**config.mk**
```make
export PLATFORM = sky130hd
export DESIGN_NAME = operand_fetch_ctrl_flat
export DESIGN_NICKNAME = d
export VERILOG_FILES = /design/src/rtl/operand_fetch_if.sv /design/src/rtl/operand_fetch_ctrl.sv /design/src/flat_wrapper.sv
export SDC_FILE = /design/constraint.sdc
export NUM_CORES = 1
export LEC_CHECK = 0
export BUFFER_PORTS_ARGS = -buffer_cell sky130_fd_sc_hd__buf_2
export CORE_MARGIN = 1.5
export CORE_UTILIZATION = 30
export CTS_CLUSTER_SIZE = 25
export DETAILED_ROUTE_END_ITERATION = 7
export MAX_ROUTING_LAYER = met4
export SKIP_LAST_GASP = 1
export SYNTH_ARGS = -nofsm -noshare
export SYNTH_HDL_FRONTEND = slang
export SYNTH_SLANG_ARGS = --single-unit
```
**constraint.sdc**
```tcl
create_clock -name clk -period 2 [get_ports clk]
set_input_delay 0.5 -clock clk [delete_from_list [all_inputs] [get_ports clk]]
set_output_delay 0.5 -clock clk [all_outputs]
set_load 0.01 [all_outputs]
```
**src/rtl/operand_fetch_if.sv**
```systemverilog
// operand_fetch_if: decoder, writeback, register file and ALU signals of the operand fetch controller.
interface operand_fetch_if #(
    parameter int DATA_W = 16,
    parameter int ADDR_W = 5
);
    logic              issue_valid;
    logic              issue_ready;
    logic [ADDR_W-1:0] issue_src1;
    logic [ADDR_W-1:0] issue_src2;
    logic [ADDR_W-1:0] issue_dest;
    logic              wb_valid;
    logic              wb_ready;
    logic [ADDR_W-1:0] wb_dest;
    logic [DATA_W-1:0] wb_data;
    logic              rf_write_en;
    logic [ADDR_W-1:0] rf_write_dest;
    logic [DATA_W-1:0] rf_write_data;
    logic              rf_read_en;
    logic [ADDR_W-1:0] rf_read_addr_1;
    logic [ADDR_W-1:0] rf_read_addr_2;
    logic [DATA_W-1:0] rf_read_data_1;
    logic [DATA_W-1:0] rf_read_data_2;
    logic              op_valid;
    logic              op_ready;
    logic [DATA_W-1:0] op_a;
    logic [DATA_W-1:0] op_b;
    logic [ADDR_W-1:0] op_dest;
    modport master (
        input  issue_valid, issue_src1, issue_src2, issue_dest,
        input  wb_valid, wb_dest, wb_data,
        input  rf_read_data_1, rf_read_data_2, op_ready,
        output issue_ready, wb_ready,
        output rf_write_en, rf_write_dest, rf_write_data,
        output rf_read_en, rf_read_addr_1, rf_read_addr_2,
        output op_valid, op_a, op_b, op_dest
    );
    modport slave (
        output issue_valid, issue_src1, issue_src2, issue_dest,
        output wb_valid, wb_dest, wb_data,
        output rf_read_data_1, rf_read_data_2, op_ready,
        input  issue_ready, wb_ready,
        input  rf_write_en, rf_write_dest, rf_write_data,
        input  rf_read_en, rf_read_addr_1, rf_read_addr_2,
        input  op_valid, op_a, op_b, op_dest
    );
endinterface

```
**src/rtl/operand_fetch_ctrl.sv**
```systemverilog
// operand_fetch_ctrl: sequences register file reads around priority writebacks and hands operands to the ALU.
module operand_fetch_ctrl #(
    parameter int DATA_W       = 16,
    parameter int ADDR_W       = 5,
    parameter int STARVE_LIMIT = 4
) (
    input logic clk,
    input logic rst,
    operand_fetch_if.master bus
);
    localparam int CW = $clog2(STARVE_LIMIT + 1);
    typedef enum logic [1:0] {IDLE, RD, WAIT, HOLD} state_t;
    state_t            state, state_nxt;
    logic [CW-1:0]     starve_cnt;
    logic [ADDR_W-1:0] src1_q, src2_q, dest_q;
    logic              issue_fire;
    always_comb begin
        // A starved read wins one cycle by refusing the writeback
        bus.wb_ready       = !rst && !(state == RD && starve_cnt == CW'(STARVE_LIMIT));
        bus.rf_write_en    = bus.wb_valid && bus.wb_ready;
        bus.rf_write_dest  = rst ? '0 : bus.wb_dest;
        bus.rf_write_data  = rst ? '0 : bus.wb_data;
        bus.rf_read_en     = !rst && state == RD && !bus.rf_write_en;
        bus.rf_read_addr_1 = rst ? '0 : src1_q;
        bus.rf_read_addr_2 = rst ? '0 : src2_q;
        bus.issue_ready    = !rst && (state == IDLE || (state == HOLD && bus.op_ready));
        bus.op_valid       = !rst && state == HOLD;
        issue_fire         = bus.issue_valid && bus.issue_ready;
        state_nxt          = state;
        case (state)
            IDLE:    state_nxt = issue_fire ? RD : IDLE;
            RD:      state_nxt = bus.rf_read_en ? WAIT : RD;
            WAIT:    state_nxt = HOLD;
            default: state_nxt = !bus.op_ready ? HOLD : issue_fire ? RD : IDLE;
        endcase
    end
    always_ff @(posedge clk)
        state <= rst ? IDLE : state_nxt;
    always_ff @(posedge clk) begin
        if (rst) begin
            starve_cnt  <= '0;
            src1_q      <= '0;
            src2_q      <= '0;
            dest_q      <= '0;
            bus.op_a    <= '0;
            bus.op_b    <= '0;
            bus.op_dest <= '0;
        end else begin
            if (issue_fire) begin
                src1_q <= bus.issue_src1;
                src2_q <= bus.issue_src2;
                dest_q <= bus.issue_dest;
            end
            if (state == RD)
                starve_cnt <= bus.rf_read_en ? '0 : starve_cnt + 1'b1;
            if (state == WAIT) begin
                bus.op_a    <= bus.rf_read_data_1;
                bus.op_b    <= bus.rf_read_data_2;
                bus.op_dest <= dest_q;
            end
        end
    end
endmodule

```
**src/flat_wrapper.sv**
```systemverilog
// flat-port wrapper written by rule: the top's interface ports become plain ports
module operand_fetch_ctrl_flat 
#(
    parameter int DATA_W       = 16,
    parameter int ADDR_W       = 5,
    parameter int STARVE_LIMIT = 4
)
  (clk, rst, bus_issue_valid, bus_issue_src1, bus_issue_src2, bus_issue_dest, bus_wb_valid, bus_wb_dest, bus_wb_data, bus_rf_read_data_1, bus_rf_read_data_2, bus_op_ready, bus_issue_ready, bus_wb_ready, bus_rf_write_en, bus_rf_write_dest, bus_rf_write_data, bus_rf_read_en, bus_rf_read_addr_1, bus_rf_read_addr_2, bus_op_valid, bus_op_a, bus_op_b, bus_op_dest);
  operand_fetch_if #(.DATA_W(DATA_W), .ADDR_W(ADDR_W)) bus_i ();
  input logic clk;
  input logic rst;
  input wire logic [$bits(bus_i.issue_valid)-1:0] bus_issue_valid;
  input wire logic [$bits(bus_i.issue_src1)-1:0] bus_issue_src1;
  input wire logic [$bits(bus_i.issue_src2)-1:0] bus_issue_src2;
  input wire logic [$bits(bus_i.issue_dest)-1:0] bus_issue_dest;
  input wire logic [$bits(bus_i.wb_valid)-1:0] bus_wb_valid;
  input wire logic [$bits(bus_i.wb_dest)-1:0] bus_wb_dest;
  input wire logic [$bits(bus_i.wb_data)-1:0] bus_wb_data;
  input wire logic [$bits(bus_i.rf_read_data_1)-1:0] bus_rf_read_data_1;
  input wire logic [$bits(bus_i.rf_read_data_2)-1:0] bus_rf_read_data_2;
  input wire logic [$bits(bus_i.op_ready)-1:0] bus_op_ready;
  output wire logic [$bits(bus_i.issue_ready)-1:0] bus_issue_ready;
  output wire logic [$bits(bus_i.wb_ready)-1:0] bus_wb_ready;
  output wire logic [$bits(bus_i.rf_write_en)-1:0] bus_rf_write_en;
  output wire logic [$bits(bus_i.rf_write_dest)-1:0] bus_rf_write_dest;
  output wire logic [$bits(bus_i.rf_write_data)-1:0] bus_rf_write_data;
  output wire logic [$bits(bus_i.rf_read_en)-1:0] bus_rf_read_en;
  output wire logic [$bits(bus_i.rf_read_addr_1)-1:0] bus_rf_read_addr_1;
  output wire logic [$bits(bus_i.rf_read_addr_2)-1:0] bus_rf_read_addr_2;
  output wire logic [$bits(bus_i.op_valid)-1:0] bus_op_valid;
  output wire logic [$bits(bus_i.op_a)-1:0] bus_op_a;
  output wire logic [$bits(bus_i.op_b)-1:0] bus_op_b;
  output wire logic [$bits(bus_i.op_dest)-1:0] bus_op_dest;
  assign bus_i.issue_valid = bus_issue_valid;
  assign bus_i.issue_src1 = bus_issue_src1;
  assign bus_i.issue_src2 = bus_issue_src2;
  assign bus_i.issue_dest = bus_issue_dest;
  assign bus_i.wb_valid = bus_wb_valid;
  assign bus_i.wb_dest = bus_wb_dest;
  assign bus_i.wb_data = bus_wb_data;
  assign bus_i.rf_read_data_1 = bus_rf_read_data_1;
  assign bus_i.rf_read_data_2 = bus_rf_read_data_2;
  assign bus_i.op_ready = bus_op_ready;
  assign bus_issue_ready = bus_i.issue_ready;
  assign bus_wb_ready = bus_i.wb_ready;
  assign bus_rf_write_en = bus_i.rf_write_en;
  assign bus_rf_write_dest = bus_i.rf_write_dest;
  assign bus_rf_write_data = bus_i.rf_write_data;
  assign bus_rf_read_en = bus_i.rf_read_en;
  assign bus_rf_read_addr_1 = bus_i.rf_read_addr_1;
  assign bus_rf_read_addr_2 = bus_i.rf_read_addr_2;
  assign bus_op_valid = bus_i.op_valid;
  assign bus_op_a = bus_i.op_a;
  assign bus_op_b = bus_i.op_b;
  assign bus_op_dest = bus_i.op_dest;
  operand_fetch_ctrl #(.DATA_W(DATA_W), .ADDR_W(ADDR_W), .STARVE_LIMIT(STARVE_LIMIT)) u_core (.clk(clk), .rst(rst), .bus(bus_i));
endmodule
```
* After elaboration in Yosys (flattened, before gate mapping)
Cells that the tools add are included.
** Storage, ports and cells
- Flip-flop bits (word level) :: 57
- Bits in latches :: 0
- Memory bits (writable) :: 0
- ROM bits :: 0
- Input port bits :: 73
- Memories :: 0
** Operators by class
- Add/sub/neg operators :: 1
- $mul :: 0
- Div/mod/pow operators :: 0
- $lt $le $gt $ge :: 0
- Equal/unequal tests :: 4
- Shift operators :: 0
- Multiplexer cells :: 9
- Bitwise gates (word level) :: 0
- Reduce and logical (&&, ||, !) cells :: 14
** Operator list (count)
- two-way mux 16 bit :: 1
- two-way mux 5 bit :: 3
- logical AND 1 bit :: 9
- case mux 2 bit (3 select lines) :: 1
- equality test 2 bit, second input constant :: 2
- two-way mux 2 bit :: 2
- adder 3 x 1 -> 3 bit, second input constant :: 1
- equality test 3 bit, second input constant :: 1
- zero test 1 bit :: 3
- two-way mux 3 bit :: 1
- equality test 2 x 1 -> 1 bit, second input constant :: 1
- zero test 2 bit :: 1
- logical OR 1 bit :: 1
- two-way mux 1 bit :: 1

* Logic depth before layout (Yosys ltp)
Gate-level depths: netlist (run 1).
- Depth after elaboration :: 9
- Mapped depth :: 6
- Gate-level depth less buffers :: 5

* Worst setup path after synthesis (run 1)
OpenSTA, ideal clock, no wires.
- Path kind :: input-to-output
- Start :: input rst
- End :: output bus_issue_ready
- Arrival :: 1.247 ns
- Path slack :: 0.253 ns
- Cell stages on the path :: 4
- Cell sequence :: buf_2 -> buf_2 -> buf_1 -> nor2_1
** Between the ends
- Longest elaborated chain between the ends :: 2
** RTL lines
- start, declared :: RTL line flat_wrapper.sv:11 : input logic rst;
- zero test 1 bit :: RTL line operand_fetch_ctrl.sv:26 : bus.issue_ready = !rst && (state == IDLE || (state == HOLD && bus.op_ready));
- logical AND 1 bit :: RTL line operand_fetch_ctrl.sv:26
- end, declared :: RTL line flat_wrapper.sv:22 : output wire logic [$bits(bus_i.issue_ready)-1:0] bus_issue_ready;
Every way passes these cells.

* Final worst setup path (run 1)
- Start :: register u_core.starve_cnt[1]
- End :: output bus_rf_read_en
** Between the ends
- Longest elaborated chain between the ends :: 7
** RTL lines
- start, declared :: RTL line operand_fetch_ctrl.sv:14 : logic [CW-1:0] starve_cnt;
- start signal, assigned :: RTL line operand_fetch_ctrl.sv:55 : starve_cnt <= bus.rf_read_en ? '0 : starve_cnt + 1'b1;
- equality test 3 bit :: RTL line operand_fetch_ctrl.sv:19 : bus.wb_ready = !rst && !(state == RD && starve_cnt == CW'(STARVE_LIMIT));
- logical AND 1 bit :: RTL line operand_fetch_ctrl.sv:19
- zero test 1 bit :: RTL line operand_fetch_ctrl.sv:19
- logical AND 1 bit :: RTL line operand_fetch_ctrl.sv:19
- logical AND 1 bit :: RTL line operand_fetch_ctrl.sv:20 : bus.rf_write_en = bus.wb_valid && bus.wb_ready;
- zero test 1 bit :: RTL line operand_fetch_ctrl.sv:23 : bus.rf_read_en = !rst && state == RD && !bus.rf_write_en;
- logical AND 1 bit :: RTL line operand_fetch_ctrl.sv:23
- end, declared :: RTL line flat_wrapper.sv:27 : output wire logic [$bits(bus_i.rf_read_en)-1:0] bus_rf_read_en;
Every way passes these cells.

==> impl_metrics.ini, run 1 <==
[logic_synthesis]
synthesis.area_mm2 = 0.00241
synth_enable_flop_cells = 0
synth-main-ff-cell = sky130_fd_sc_hd__dfxtp_1
syn-instance-count = 288
synth-seq-cells = 57
synth.yosys.seq_area_share = 0.473
postSynthNetCount = 363
ys_async_sr_fraction = 0
yosysUniqueCellTypes = 30
synth_warnings = 0
syn_avg_cell_area_um2 = 8.38

[grt]
grt_antenna_before_repair = 0
met2_track_usage_gr = 0.249
grt.met1_usage = 0.177
overall_global_routing_usage = 0.153
gr-max-usage-layer = met2
grt.overflow.total = 0
grt.met3_usage = 0.0361
number_of_global_route_vias_before_repair = 2223
largest_net_degree_at_the_start_of_global_routing = 38
wire_length_of_the_first_global_routing_pass_um = 10100

[die]
num_io_pins = 146
placementRows = 32
fp.dieW_um = 92.7
core_area_mm2 = 0.00777
initial_core_util = 0.311
die_height_um = 92.7
die_area_mm2 = 0.00860

[clock_tree]
clockRootBuffer = sky130_fd_sc_hd__clkbuf_8
clock_latency_ns = 0.32
cts.hold.buffers_added = 0
tritoncts = yes
path_clk_slew_ns = 0.06
deepest_level_of_the_cts_h_tree = 3
clock_sinks = 57
ctsLongestPathBuffers = 2
cts-buffers-inserted = 9

[pwr]
leakagePower_nw = 1.66
share_of_total_power_consumed_by_net_switching = 0.246
power.share.sequential = 0.440
share_comb_of_total_power = 0.148
p_sw_mw = 0.686
internal-power_mw = 2.10
power_share_of_the_clock_group = 0.412
power-per-cell-area_mw_per_mm2 = 799
irDropWorstVdd_mv = 0.398

[sta]
report.final.slew_viol_count = 0
max-slew-margin-rel = 0.703
fin_tns_setup_ns = 0
timing.fmax_mhz = 521
timing.clock.skew_ns = 0.00538
min_period_over_period = 0.959
timing_hold_violations_final = 0
worst_pin_slew_ns = 0.445
period_needed_ns = 1.92
setup_viol_count_final = 0

[place]
place.gp.congestion = 0.757
total_half_perimeter_wirelength_after_legalization_and_detailed_placement_um = 4840
placed_cells = 525
placed_area_mm2 = 0.00327
count_of_input_and_output_buffers = 145

[layout]
fillCellCount = 808
area.growth.synth_to_final_pct = 44.6
final_cell_area_mm2 = 0.00349
post-route-util = 0.449
design.final.nets = 509
finalNonFillerCells = 541
final_layout_size_suffix_gt1_frac = 0.426
antenna-diode-count = 0

[routing]
wirelength_um = 6460
wl_per_cell_um = 11.9
ant_nets = 0
initialDrtViolationCount = 38
drt_pass1_iterations = 4
route.vias.total = 2350
detail_route.vias_per_cell = 4.34
post_route_drc_violation_count = 0

[run]
maxCapViolations = 0

[worst_setup_path]
rr_worst_depth = 3
critical_path_arrival_ns = 1.42
critPathKind = register to primary output
worst_setup_path_end_kind = primary output
cp_startpoint_kind = register
timing.rr.start = u_core.state[1]
r2r-end = u_core.src1_q[3]
worst_ep_required_time_ns = 1.50
ff2ff_setup_slack_ns = 0.47
critical_path_peak_fanout = 4

[worst_hold_path]
hold-path-cell-count = 2
hold-path-endpoint = u_core.dest_q[2]
worst_hold_path_type = input pin to register
hp-start = bus_issue_dest[2]

[status]
run_status = completed
Yosys cell counts (2+ instances only):
library cell / count / area, um2
sky130_fd_sc_hd__mux2_4: 5 / 75.1
sky130_fd_sc_hd__o22a_1: 5 / 43.8
sky130_fd_sc_hd__ha_1: 2 / 25.0
sky130_fd_sc_hd__nor3b_1: 2 / 15.0
sky130_fd_sc_hd__inv_1: 3 / 11.3
sky130_fd_sc_hd__nand3_1: 2 / 10.0
sky130_fd_sc_hd__clkbuf_1: 6 / 22.5
sky130_fd_sc_hd__nand2_1: 80 / 300
sky130_fd_sc_hd__buf_2: 10 / 50.1
sky130_fd_sc_hd__nor2_1: 5 / 18.8
sky130_fd_sc_hd__mux2_2: 5 / 56.3
sky130_fd_sc_hd__buf_1: 2 / 7.51
sky130_fd_sc_hd__buf_6: 2 / 22.5
sky130_fd_sc_hd__dfxtp_1: 57 / 1140
sky130_fd_sc_hd__a21oi_1: 41 / 205
sky130_fd_sc_hd__nor2b_1: 47 / 294
per-layer routing:
layer,wire length (um),up-vias
met2,3050,73
met3,403,10
met4,101,0
li1,-,1225
met5,0,-
met1,2910,1042
stage by stage:
stage               worst slack (ns)  power, mW  hold slack, ns
finish                        0.0818       2.79           0.400
global route                -0.00350       2.92           0.383
CTS                          0.00929       2.83           0.382
detailed placement             0.264       1.67           0.439
global placement               0.302       1.66           0.438
floorplan                      0.253       1.48           0.427
sequential cells by signal (all words and copies together), names as in the netlist:
signal              cells
u_core.bus.op_a        16
u_core.dest_q           5
u_core.state            2
u_core.src1_q           5
u_core.bus.op_b        16
u_core.src2_q           5
u_core.starve_cnt       3
u_core.bus.op_dest      5
area by class of cell:
| cell class | instances | area (um2) | area share |
|---|---|---|---|
| multi-input cells | 208 | 1170 | 0.335 |
| flip-flops and latches | 57 | 1140 | 0.328 |
| repair buffers | 155 | 826 | 0.237 |
| clock buffers | 11 | 131 | 0.0376 |
| well taps | 102 | 128 | 0.0366 |
| clock inverters | 5 | 80.1 | 0.0229 |
| inverters | 3 | 11.3 | 0.00323 |
power by group through the flow:
stage | logic, mW | registers (mW) | clock network (mW)
after floorplan | 0.225 | 1.26 | 0
after global placement | 0.409 | 1.25 | 0
after detailed placement | 0.416 | 1.25 | 0
after CTS | 0.416 | 1.22 | 1.19
after global routing | 0.457 | 1.23 | 1.23
final | 0.412 | 1.23 | 1.15
worst max-delay path by stage:
| stage | slack [ns] | start | depth (start not counted) | to |
|---|---|---|---|---|
| after global placement | 0.30 | bus_op_ready | 4 | u_core.src1_q[1] |
| after CTS | 0.009 | u_core.starve_cnt[0] | 6 | bus_rf_read_en |
| after floorplan | 0.25 | rst | 4 | bus_issue_ready |
| after global routing | -0.004 | u_core.starve_cnt[0] | 6 | bus_rf_read_en |
| after detailed placement | 0.26 | rst | 4 | bus_rf_read_addr_1[4] |
| final | 0.08 | u_core.starve_cnt[1] | 6 | bus_rf_read_en |
worst max-delay path, cell delays in order (launching register included):
cell and delay [ns]:
sky130_fd_sc_hd__dfxtp_1 0.36, sky130_fd_sc_hd__inv_1 0.06, sky130_fd_sc_hd__ha_2 0.19, sky130_fd_sc_hd__a21bo_2 0.22
sky130_fd_sc_hd__nand2_1 0.09, sky130_fd_sc_hd__nor2_1 0.05, sky130_fd_sc_hd__buf_2 0.13
cells by family (layout without fill, tap and decap cells):
kind of cell             count (synthesis)  after routing  synth area share
AO/OA/AOI/OAI                           53             53             0.130
adder cells (fa/ha/maj)                  2              2            0.0104
buffers and inverters                   23            174            0.0472
flip-flops                              57             57             0.473
multiplexers                            10             10            0.0544
AND/OR/NAND/NOR                        143            143             0.286
layout by cell type (no fill, tap or decap), types with 3 or more instances in the layout:
master | netlist | routed
sky130_fd_sc_hd__a21oi_1 | 41 | 41
sky130_fd_sc_hd__o22a_1 | 5 | 5
sky130_fd_sc_hd__inv_1 | 3 | 3
sky130_fd_sc_hd__dfxtp_1 | 57 | 55
sky130_fd_sc_hd__mux2_4 | 5 | 5
sky130_fd_sc_hd__nor2_1 | 5 | 5
sky130_fd_sc_hd__mux2_2 | 5 | 5
sky130_fd_sc_hd__buf_4 | 0 | 8
sky130_fd_sc_hd__clkbuf_8 | 0 | 9
sky130_fd_sc_hd__nand2_1 | 80 | 80
sky130_fd_sc_hd__nor2b_1 | 47 | 46
sky130_fd_sc_hd__buf_2 | 10 | 145
what timing repair did:
item	in CTS	in global routing
setup buffers	0	0
setup endpoints to repair	0	3
gates resized for setup	0	5
No activity file was read; power rests on OpenSTA's default activity.
==> run 2, diff against run 1 <==
Settings changed: CORE_ASPECT_RATIO set to 0.8, CTS_CLUSTER_SIZE 25 to 16.
==> run 2 against run 1 <==
  * Clock skew up 0.0040 ns
  * Global-route usage up 0.50 points
  * Routed wire length up 2.0%
  * First-iteration DRC count up 68%
  * Utilization down 0.45 points
  * Critical endpoint unchanged
==> impl_metrics.ini, run 2 (synthesized netlist as in run 1, its figures left out) <==
[status]
run_status = completed

[sta]
period_needed_ns = 1.91
min_period_over_period = 0.957
setup_viol_count_final = 0
timing_hold_violations_final = 0
rsz_0062_raised_after_global_routing = true
timing.clock.skew_ns = 0.00939
timing.fmax_mhz = 522
max-slew-margin-rel = 0.693
report.final.slew_viol_count = 0
worst_pin_slew_ns = 0.458

[worst_setup_path]
critical_path_arrival_ns = 1.41
cp_startpoint_kind = register
critPathKind = register to primary output
critical_path_peak_fanout = 4
worst_ep_required_time_ns = 1.50
worst_setup_path_end_kind = primary output

[place]
placed_cells = 531
placed_area_mm2 = 0.00325
place.gp.congestion = 0.740
total_half_perimeter_wirelength_after_legalization_and_detailed_placement_um = 4920
count_of_input_and_output_buffers = 145

[routing]
drt_pass1_iterations = 4
route.vias.total = 2419
detail_route.vias_per_cell = 4.41
post_route_drc_violation_count = 0
wirelength_um = 6590
initialDrtViolationCount = 64
ant_nets = 0
wl_per_cell_um = 12.0

[grt]
grt.overflow.total = 0
overall_global_routing_usage = 0.158
largest_net_degree_at_the_start_of_global_routing = 38
wire_length_of_the_first_global_routing_pass_um = 10400
number_of_global_route_vias_before_repair = 2340
grt_antenna_before_repair = 0

[die]
die_height_um = 83.2
num_io_pins = 146
fp.dieW_um = 103
die_area_mm2 = 0.00860
core_area_mm2 = 0.00787
placementRows = 29
initial_core_util = 0.307

[clock_tree]
clock_latency_ns = 0.34
clockRootBuffer = sky130_fd_sc_hd__clkbuf_8
cts-buffers-inserted = 9
deepest_level_of_the_cts_h_tree = 3
clock_sinks = 57
cts.hold.buffers_added = 0
ctsLongestPathBuffers = 2
tritoncts = yes
path_clk_slew_ns = 0.07

[pwr]
power-per-cell-area_mw_per_mm2 = 778
power.total_mw = 2.73
leakagePower_nw = 1.67
irDropWorstVdd_mv = 0.473

[layout]
final_layout_size_suffix_gt1_frac = 0.439
final_cell_area_mm2 = 0.00350
reg.largest.list = u_core.bus.op_a: 16 flops, u_core.bus.op_b: 16 flops
antenna-diode-count = 0
layout.cells.most_common = sky130_fd_sc_hd__buf_2
area.growth.synth_to_final_pct = 45.1
design.final.nets = 510
most_frequent_cells_in_the_layout = 145 x sky130_fd_sc_hd__buf_2, 79 x sky130_fd_sc_hd__nand2_1, 53 x sky130_fd_sc_hd__dfxtp_1, 46 x sky130_fd_sc_hd__nor2b_1, 41 x sky130_fd_sc_hd__a21oi_1
finalNonFillerCells = 548

[run]
maxCapViolations = 0

[worst_hold_path]
worst_hold_path_type = input pin to register
run 2: cell types whose count changed in the layout (fill, tap and decap cells not counted), moves of 2 or more:
| cell | previous run | this run |
|---|---|---|
| sky130_fd_sc_hd__clkinv_4 | 0 | 2 |
| sky130_fd_sc_hd__clkbuf_1 | 2 | 0 |
| sky130_fd_sc_hd__dfxtp_2 | 2 | 4 |
| sky130_fd_sc_hd__buf_12 | 2 | 0 |
| sky130_fd_sc_hd__buf_4 | 8 | 11 |
| sky130_fd_sc_hd__dfxtp_1 | 55 | 53 |
run 2: power by group:
| group | leakage [nW] | internal (mW) | total, mW | switching, mW |
|---|---|---|---|---|
| registers | 0.466 | 1.20 | 1.23 | 0.0310 |
| logic | 1.10 | 0.205 | 0.417 | 0.212 |
| clock network | 0.0985 | 0.610 | 1.08 | 0.471 |
run 2: final cells by class:
cell class              count  area (um2)
inverters                   3        11.3
fillers                   825        4370
clock buffers              10         138
flip-flops and latches     57        1150
multi-input cells         208        1200
clock inverters             6        67.6
well taps                 108         135
repair buffers            156         808
run 2: final timing paths:
check	startpoint	slack (ns)	cells past startpoint	endpoint
min reg2reg	u_core.dest_q[4]	0.45	2	u_core.bus.op_dest[4]
max	u_core.starve_cnt[0]	0.09	6	bus_rf_read_en
min	bus_issue_dest[1]	0.38	2	u_core.dest_q[1]
max reg2reg	u_core.state[1]	0.51	3	u_core.src1_q[2]
run 2: worst max-delay path, cell delays in order, from the launching register on:
cell                      delay, ns
sky130_fd_sc_hd__dfxtp_2       0.34
sky130_fd_sc_hd__inv_1         0.08
sky130_fd_sc_hd__ha_4          0.19
sky130_fd_sc_hd__a21bo_2       0.22
sky130_fd_sc_hd__nand2_2       0.07
sky130_fd_sc_hd__nor2_1        0.04
sky130_fd_sc_hd__buf_2         0.14
run 2: what timing repair did:
| action | in CTS | in global routing |
|---|---|---|
| setup buffers | 0 | 1 |
| setup endpoints to repair | 3 | 3 |
| gates resized for setup | 6 | 5 |
| pin swaps | 1 | 0 |
run 2: per-stage QoR:
| step | setup WS (ns) | hold slack [ns] | utilization | TNS, ns |
|---|---|---|---|---|
| after floorplan | 0.253 | 0.427 | - | 0 |
| after global placement | 0.259 | 0.437 | 0.413 | 0 |
| after detailed placement | 0.252 | 0.441 | 0.413 | 0 |
| after CTS | 0.0293 | 0.366 | 0.441 | 0 |
| after global routing | -0.000322 | 0.377 | 0.445 | -0.000322 |
| final | 0.0856 | 0.381 | 0.445 | 0 |
run 2: routing by layer:
layer / wire length, um / up-vias / track usage / share of wire
met3: 535 / 10 / 0.0530 / 0.081
met5: 0 / - / - / 0
met1: 2960 / 1078 / 0.183 / 0.45
li1: - / 1225 / - / -
met4: 65 / 0 / 0.0405 / 0.0099
met2: 3030 / 106 / 0.261 / 0.46
==> run 3, diff against run 2 <==
Settings changed: CORE_ASPECT_RATIO 0.8 to 0.9, GPL_TIMING_DRIVEN set to 0.
==> run 3 against run 2 <==
  * Clock skew decreased by 0.0054 ns
  * Utilization increased by 1.0 points
  * Cell count down 0.91%
  * Fmax down 0.33%
==> impl_metrics.ini, run 3 (synthesized netlist as in run 1, its figures left out) <==
[die]
die_area_mm2 = 0.00860
num_io_pins = 146
core_area_mm2 = 0.00766
placementRows = 30
die_height_um = 88.1
fp.dieW_um = 97.6
initial_core_util = 0.315

[layout]
most_frequent_cells_in_the_layout = 154 x sky130_fd_sc_hd__buf_2, 79 x sky130_fd_sc_hd__nand2_1, 54 x sky130_fd_sc_hd__dfxtp_1, 46 x sky130_fd_sc_hd__nor2b_1, 41 x sky130_fd_sc_hd__a21oi_1
antenna-diode-count = 0
area.growth.synth_to_final_pct = 44.4
final_layout_size_suffix_gt1_frac = 0.430
final_cell_area_mm2 = 0.00349
layout.cells.most_common = sky130_fd_sc_hd__buf_2
finalNonFillerCells = 543
reg.largest.list = u_core.bus.op_a: 16 flops, u_core.bus.op_b: 16 flops
design.final.nets = 517

[routing]
detail_route.vias_per_cell = 4.38
wl_per_cell_um = 11.4
met2_length_um = 2760
post_route_drc_violation_count = 0
ant_nets = 0
initialDrtViolationCount = 39
highest_layer = met4
dr_wl_met3_um = 607
wirelength_um = 6200
drt_pass1_iterations = 4
route.vias.total = 2380
drt-met1-wl_um = 2780

[clock_tree]
deepest_level_of_the_cts_h_tree = 3
tritoncts = yes
path_clk_slew_ns = 0.07
clock_latency_ns = 0.33
clock_sinks = 57
ctsLongestPathBuffers = 2
clockRootBuffer = sky130_fd_sc_hd__clkbuf_8
cts-buffers-inserted = 9

[run]
maxCapViolations = 0

[grt]
number_of_global_route_vias_before_repair = 2133
grt.overflow.total = 0
overall_global_routing_usage = 0.146
largest_net_degree_at_the_start_of_global_routing = 20
grt_antenna_before_repair = 0
wire_length_of_the_first_global_routing_pass_um = 9630

[sta]
timing_hold_violations_final = 0
timing.fmax_mhz = 521
final.hold.worst_slack_ns = 0.394
report.final.slew_viol_count = 0
period_needed_ns = 1.92
worst_pin_slew_ns = 0.509
timing.clock.skew_ns = 0.00394
min_period_over_period = 0.960
setup_viol_count_final = 0
max-slew-margin-rel = 0.661

[pwr]
power-per-cell-area_mw_per_mm2 = 794
leakagePower_nw = 1.67
irDropWorstVdd_mv = 0.392

[place]
placed_cells = 528
placed_area_mm2 = 0.00326
count_of_input_and_output_buffers = 144
place.gp.congestion = 0.714
total_half_perimeter_wirelength_after_legalization_and_detailed_placement_um = 4700

[worst_setup_path]
critical_path_peak_fanout = 4
worst_setup_path_end_kind = primary output
worst_ep_required_time_ns = 1.50
cp_startpoint_kind = register
critPathKind = register to primary output
critical_path_arrival_ns = 1.42

[status]
run_status = completed

[worst_hold_path]
worst_hold_path_type = input pin to register
[run 3: cell types whose count changed in the layout (fill, tap and decap cells not counted), moves of 2 or more]
cell	change
sky130_fd_sc_hd__buf_2	+9
sky130_fd_sc_hd__buf_4	-11
sky130_fd_sc_hd__buf_6	+2
sky130_fd_sc_hd__clkbuf_1	+6
sky130_fd_sc_hd__clkinv_2	+2
sky130_fd_sc_hd__clkinv_4	-2
[run 3: area by class of cell]
cell class / count / area (um2)
Tap cell: 96 / 120
Buffer: 19 / 100
Multi-Input combinational cell: 208 / 1180
Sequential cell: 57 / 1140
Clock inverter: 6 / 82.6
Fill cell: 786 / 4170
Clock buffer: 10 / 128
Timing Repair Buffer: 144 / 721
Inverter: 3 / 11.3
[run 3: critical path, cell delays in order, from the launching register on]
cell,delay [ns]
sky130_fd_sc_hd__dfxtp_2,0.34
sky130_fd_sc_hd__inv_1,0.06
sky130_fd_sc_hd__ha_2,0.20
sky130_fd_sc_hd__a21bo_2,0.23
sky130_fd_sc_hd__nand2_2,0.07
sky130_fd_sc_hd__nor2_1,0.04
sky130_fd_sc_hd__buf_2,0.15
[run 3: path summary, 6_finish.rpt]
path | from | endpoint | slack (ns) | cells past startpoint
hold / removal | bus_issue_dest[1] | u_core.dest_q[1] | 0.39 | 2
setup / recovery | u_core.starve_cnt[0] | bus_rf_read_en | 0.08 | 6
setup reg to reg | u_core.state[1] | u_core.src1_q[4] | 0.51 | 5
hold reg to reg | u_core.dest_q[3] | u_core.bus.op_dest[3] | 0.45 | 2
[run 3: stage by stage]
step	util	power, mW	TNS, ns	worst slack (ns)
2_1_floorplan	-	1.48	0	0.253
3_3_place_gp	0.425	1.65	-0.450	-0.137
3_5_place_dp	0.425	1.66	-0.454	-0.132
4_1_cts	0.453	2.82	-0.0115	-0.0115
5_1_grt	0.455	2.92	-0.0203	-0.0137
6_report	0.455	2.77	0	0.0793
[run 3: layer usage]
layer / vias up / global-route usage
li1: 1238 / -
met1: 1035 / 0.168
met2: 101 / 0.232
met3: 6 / 0.0694
met4: 0 / 0.0351
met5: - / -
[run 3: what timing repair did]
item	in CTS	in global routing
hold buffers	0	0
endpoints found under the setup margin	10	2
gates cloned	0	0
resized for setup	3	6
setup buffers	0	0
pin swaps	0	1
[run 3: power by group]
part	total [mW]	internal, mW	leakage [nW]	switching (mW)
Sequential	1.22	1.20	0.465	0.0261
Combinational	0.409	0.202	1.10	0.208
Clock	1.14	0.694	0.106	0.442
